===== src/rtl/lsu_pkg.sv =====
// Shared definitions for the load/store unit: funct3 width codes, FSM states
// and request-decode helpers.
package lsu_pkg;

   localparam logic [2:0] F3_B  = 3'b000;
   localparam logic [2:0] F3_H  = 3'b001;
   localparam logic [2:0] F3_W  = 3'b010;
   localparam logic [2:0] F3_BU = 3'b100;
   localparam logic [2:0] F3_HU = 3'b101;

   typedef enum logic [1:0] {IDLE, RD, WR, RESP} state_t;

   // Stores only have signed-width codes; loads add the unsigned variants.
   function automatic logic f3_illegal(input logic we, input logic [2:0] f3);
      if (we) return !(f3 inside {F3_B, F3_H, F3_W});
      return !(f3 inside {F3_B, F3_H, F3_W, F3_BU, F3_HU});
   endfunction

   function automatic logic f3_misaligned(input logic [2:0] f3, input logic [1:0] lo);
      case (f3)
         F3_H, F3_HU: return lo[0];
         F3_W:        return lo != 2'b00;
         default:     return 1'b0;
      endcase
   endfunction

endpackage


===== src/rtl/lsu_align.sv =====
// Byte-lane steering: load extraction with sign/zero extension and
// read-modify-write merge of byte/halfword stores into a fetched word.
module lsu_align
   import lsu_pkg::*;
(
   input  logic [2:0]  funct3,
   input  logic [1:0]  addr_lo,
   input  logic [31:0] rword,
   input  logic [31:0] wdata,
   output logic [31:0] load_data,
   output logic [31:0] store_word
);

   logic [7:0]  lane_b;
   logic [15:0] lane_h;

   // Halfwords always use lane addr[1]; words always use lane 0, so
   // unchecked misaligned accesses land on a defined lane.
   always_comb begin
      lane_b = rword[{addr_lo, 3'b000} +: 8];
      lane_h = rword[{addr_lo[1], 4'b0000} +: 16];
      case (funct3)
         F3_B:    load_data = {{24{lane_b[7]}}, lane_b};
         F3_BU:   load_data = {24'd0, lane_b};
         F3_H:    load_data = {{16{lane_h[15]}}, lane_h};
         F3_HU:   load_data = {16'd0, lane_h};
         default: load_data = rword;
      endcase
   end

   // Merge store data into the captured word; other lanes pass through.
   always_comb begin
      store_word = rword;
      case (funct3)
         F3_B:    store_word[{addr_lo, 3'b000} +: 8] = wdata[7:0];
         F3_H:    store_word[{addr_lo[1], 4'b0000} +: 16] = wdata[15:0];
         default: store_word = wdata;
      endcase
   end

endmodule


===== src/rtl/lsu.sv =====
// Load/store unit: single-outstanding request FSM in front of a word RAM.
// Sub-word stores are done as read-modify-write.
module lsu
   import lsu_pkg::*;
#(
   parameter bit CHECK_ALIGN = 1'b1
) (
   input  logic        clk,
   input  logic        rst_n,
   input  logic        req_valid,
   output logic        req_ready,
   input  logic        req_we,
   input  logic [2:0]  req_funct3,
   input  logic [31:0] req_addr,
   input  logic [31:0] req_wdata,
   output logic        resp_valid,
   output logic [31:0] resp_rdata,
   output logic        resp_err,
   output logic [31:0] mem_addr,
   output logic        mem_we,
   output logic [31:0] mem_wd,
   input  logic [31:0] mem_rd
);

   state_t      state_q, state_d;
   logic        we_q;
   logic [2:0]  funct3_q;
   logic [31:0] addr_q;
   logic [31:0] wdata_q;
   logic [31:0] word_q;
   logic        err_q;

   logic        req_err;
   logic        accept;
   logic [31:0] load_data;
   logic [31:0] store_word;

   assign req_err = f3_illegal(req_we, req_funct3) ||
                    (CHECK_ALIGN && f3_misaligned(req_funct3, req_addr[1:0]));
   assign accept  = req_valid && req_ready;

   lsu_align u_align (
      .funct3     (funct3_q),
      .addr_lo    (addr_q[1:0]),
      .rword      (word_q),
      .wdata      (wdata_q),
      .load_data  (load_data),
      .store_word (store_word)
   );

   // State register, request latch on accept and read-word capture in RD.
   always_ff @(posedge clk or negedge rst_n) begin
      if (!rst_n) begin
         state_q  <= IDLE;
         we_q     <= 1'b0;
         funct3_q <= 3'd0;
         addr_q   <= 32'd0;
         wdata_q  <= 32'd0;
         word_q   <= 32'd0;
         err_q    <= 1'b0;
      end else begin
         state_q <= state_d;
         if (accept) begin
            we_q     <= req_we;
            funct3_q <= req_funct3;
            addr_q   <= req_addr;
            wdata_q  <= req_wdata;
            err_q    <= req_err;
         end
         if (state_q == RD) word_q <= mem_rd;
      end
   end

   // Next-state decode and per-state handshake/RAM strobes.
   always_comb begin
      state_d    = state_q;
      req_ready  = 1'b0;
      resp_valid = 1'b0;
      mem_we     = 1'b0;
      case (state_q)
         IDLE: begin
            req_ready = 1'b1;
            if (req_valid) begin
               if (req_err)                          state_d = RESP;
               else if (req_we && req_funct3 == F3_W) state_d = WR;
               else                                  state_d = RD;
            end
         end
         RD:      state_d = we_q ? WR : RESP;
         WR: begin
            mem_we  = 1'b1;
            state_d = RESP;
         end
         RESP: begin
            resp_valid = 1'b1;
            state_d    = IDLE;
         end
         default: state_d = IDLE;
      endcase
   end

   assign mem_addr   = {addr_q[31:2], 2'b00};
   assign mem_wd     = mem_we ? store_word : 32'd0;
   assign resp_err   = resp_valid && err_q;
   assign resp_rdata = (resp_valid && !we_q && !err_q) ? load_data : 32'd0;

endmodule


===== config.mk =====
export PLATFORM = sky130hd
export DESIGN_NAME = lsu
export DESIGN_NICKNAME = d
export VERILOG_FILES = /design/src/rtl/lsu_pkg.sv /design/src/rtl/lsu_align.sv /design/src/rtl/lsu.sv
export SDC_FILE = /design/constraint.sdc
export NUM_CORES = 1
export LEC_CHECK = 0
export ABC_AREA = 1
export CAP_MARGIN = 15
export CORE_AREA = 4 4 148 150
export DETAILED_ROUTE_END_ITERATION = 10
export DIE_AREA = 0 0 152 154
export PLACE_DENSITY_LB_ADDON = 0.25
export SLEW_MARGIN = 20
export SYNTH_ARGS = -nofsm -noshare
export SYNTH_HDL_FRONTEND = slang
export SYNTH_HIERARCHICAL = 1
export SYNTH_SLANG_ARGS = --single-unit

===== constraint.sdc =====
create_clock -name clk -period 2.3 [get_ports clk]
set_clock_uncertainty 0.05 [all_clocks]
set_input_delay 0.23 -clock clk [delete_from_list [all_inputs] [get_ports clk]]
set_output_delay 0.23 -clock clk [all_outputs]
set_load 0.05 [all_outputs]

==> results.toml <==
[drt]
vias = 7253
dr.pass1.iters = 5
routed_wl_um = 24600
wire_per_inst_um = 16.2
drc = 0
first_iter_violations = 490
viasPerCell = 4.78
final_antenna_net_count = 0

[grt]
grt_pass1_wl_um = 37900
grt_start_max_net_pins = 47
grt_pass1_vias = 6799
track_usage_pct = 20.1
antenna_found_initial = 0
globalRouteOverflowTotal = 0

[die]
ios = 203
initial_core_util_pct = 34.1
die_w_um = 152
rows = 53
die_h_um = 154
coreArea_um2 = 20700
dieArea_um2 = 23400

[power_and_ir_drop]
p_comb_share_pct = 69.4
pwr_density_cell_nw_per_um2 = 1650
clkPwrFrac_pct = 9.2
p_int_mw = 8.60
switching_share_pct = 51.7
sequentialPowerShare_pct = 21.4
leakagePower_nw = 5.17
p_switching_mw = 9.20
ir_worst_vdd_mv = 0.712

[setup_path]
crit_start = "addr_q[0]$_DFFE_PN0P_"
crit_arrival_ns = 2.03
rr_startpoint = "state_q[0]$_DFFE_PN0P_"
r2r_slack_ns = 0.64
slowest_delay_ns = 0.40
crit_type = "reg -> out"
setup.worst_path.start_class = "register"
cp_data_required_time_ns = 2.02
path_max_fanout = 11
worstSetupEndpointType = "output pin"
crit_slowest_cell = "dfrtp_1"
worstPathCellList = "inv_2 > buf_6 > ha_4 > buf_6 > nor2_1 > nor2_1 > nand2_1 > nand3_1 > nand2_1 > inv_1 > buf_12"

[finish]
drive_gt1_share_pct = 21.6
layout_commonest_cell = "nand2_1"
mostFrequentLayoutCells = "nand2_1, clkdlybuf4s50_1, nand3_1, dfrtp_1, inv_1"
syn_to_final_growth_pct = 52.5
diodes = 0
final_area_um2 = 10800
multi_input_area_um2 = 3720
nets = 1348
final_cell_count_no_fill = 1516
ff_latch_area_um2 = 2580
fillers = 2031

[clocking]
clkSlewWorstSetupHoldPaths_ns = 0.07
cts_tree = "yes"
clkLatencyLatePin_ns = 0.35
cts.sinks = 103
cts_buffers = 9
clockBufferDepth = 2
cts.htree.levels = 3
cts-root-buf = "clkbuf_16"

[placed_design]
preCtsSetupSlack_ns = 0.146
place.gp.congestion = 0.934
io_buffer_count = 200
dpl.hpwl_um = 17700
place_inst = 1475
placed_cell_area_um2 = 9820

[sta]
max_slew_margin_pct = 66.0
setup_viol = 1
whs_ns = 0.334
drv_slew = 0
fmax_mhz = 432
worst_slew_pin_slew_ns = 0.509
fin_crit_sh_pct = 101
final_hold_viol_count = 0
layout_setup_ws_ns = -0.0131
tns_ns = -0.0131
rsz0062_at_grt = "yes"
timing.final.crit_period_ns = 2.31

[logic_synthesis]
ys_seq_area_share_pct = 36.5
ys_ff_latch = 103
synth_cells = 1062
syn-cell-area_um2 = 7060
yosysUniqueCellTypes = 25
yosys_warnings = 6
syn_area_per_cell_um2 = 6.65

[outcome]
violations = "negative setup slack"
status = "finished with violations"

[job]
max_cap_violations = 0

[worst_hold_path]
holdCritPathClass = "in -> async"
## metrics by stage
step	total power [mW]	util, %
after floorplan	11.0	-
after global placement	14.8	47.5
after detailed placement	14.8	47.5
after CTS	17.0	50.2
after global routing	19.0	52.0
final	17.8	52.0
## power groups by stage
stage,logic [mW],registers [mW],clock network (mW)
floorplan,7.69,3.29,0
global placement,11.0,3.78,0
detailed placement,11.0,3.77,0
CTS,11.6,3.78,1.69
global route,13.4,3.91,1.76
finish,12.4,3.81,1.63
## cell type report
| cell class | instances | share of cell area, % |
|---|---|---|
| Timing Repair Buffer | 256 | 30.7 |
| Clock buffer | 12 | 2.38 |
| Clock inverter | 4 | 0.488 |
| Inverter | 118 | 4.74 |
| Tap cell | 275 | 3.20 |
| Sequential cell | 103 | 24.0 |
| Multi-Input combinational cell | 748 | 34.5 |
## path summary, 6_finish.rpt
kind	endpoint	depth (start not counted)
max	mem_wd[22]	11
min	addr_q[11]$_DFFE_PN0P_	2
max reg2reg	wdata_q[15]$_DFFE_PN0P_	7
min reg2reg	addr_q[15]$_DFFE_PN0P_	2
max in group asynchronous	funct3_q[1]$_DFFE_PN0P_	3
min in group clk	addr_q[2]$_DFFE_PN0P_	3
## cell families (layout without fill, tap and decap cells)
logic type                 count (synthesis)  after routing  share of synthesized area, %
muxes                                     32             32                          5.10
DFF                                      103            103                          36.5
and+or+nand+nor                          655            655                          38.2
other                                      1              2                        0.0531
AOI/OAI and AO/OA                         50             50                          3.70
buffers and inverters                    212            390                          14.9
adders and majority gates                  9              9                          1.60
## per-layer routing
| metal | track usage, % | wire [um] | part of all wire (%) |
|---|---|---|---|
| met1 | 26.7 | 10500 | 43 |
| met2 | 32.4 | 11300 | 46 |
| met3 | 4.73 | 1890 | 7.7 |
| met4 | 7.15 | 884 | 3.6 |
| met5 | 0 | 0 | 0 |
## synthesized netlist by cell type
cell type	number	share of area (%)
nand4_1	21	1.9
buf_2	30	2.1
nor2_8	1	0.28
ha_1	9	1.6
a21oi_1	9	0.64
dfrtp_1	103	37
clkbuf_1	14	0.74
o21ai_2	1	0.12
inv_1	114	6.1
inv_2	3	0.16
o211ai_1	3	0.32
inv_4	1	0.089
nand3_1	120	8.5
mux2_2	28	4.5
o21ai_0	37	2.6
nand3_2	1	0.14
nor2_2	1	0.089
conb_1	1	0.053
buf_4	39	4.1
nand2_2	3	0.27
nor2_1	87	4.6
mux2_1	4	0.64
buf_6	9	1.4
nand2_1	421	22
buf_1	2	0.11
## worst max-delay path, delay by kind of cell (launching register included)
| kind | cells | cell delay [ns] |
|---|---|---|
| buffers and inverters | 5 | 0.67 |
| DFF | 1 | 0.40 |
| adders and majority gates | 1 | 0.18 |
| and+or+nand+nor | 5 | 0.42 |
## registers in the layout, indices dropped and copies added, names as in the netlist
register  cells
err_q         1
we_q          1
addr_q       32
state_q       2
funct3_q      3
word_q       32
wdata_q      32
## what timing repair did
| item | in CTS | in global routing |
|---|---|---|
| resized for setup | 55 | 76 |
| hold buffers | 1 | 0 |
| setup endpoints to repair | 59 | 63 |
| pin swaps | 0 | 39 |
| cloned | 2 | 3 |
| setup buffers | 2 | 18 |
| endpoints found under the hold margin | 32 | 0 |
No activity file was read; power rests on OpenSTA's default activity.
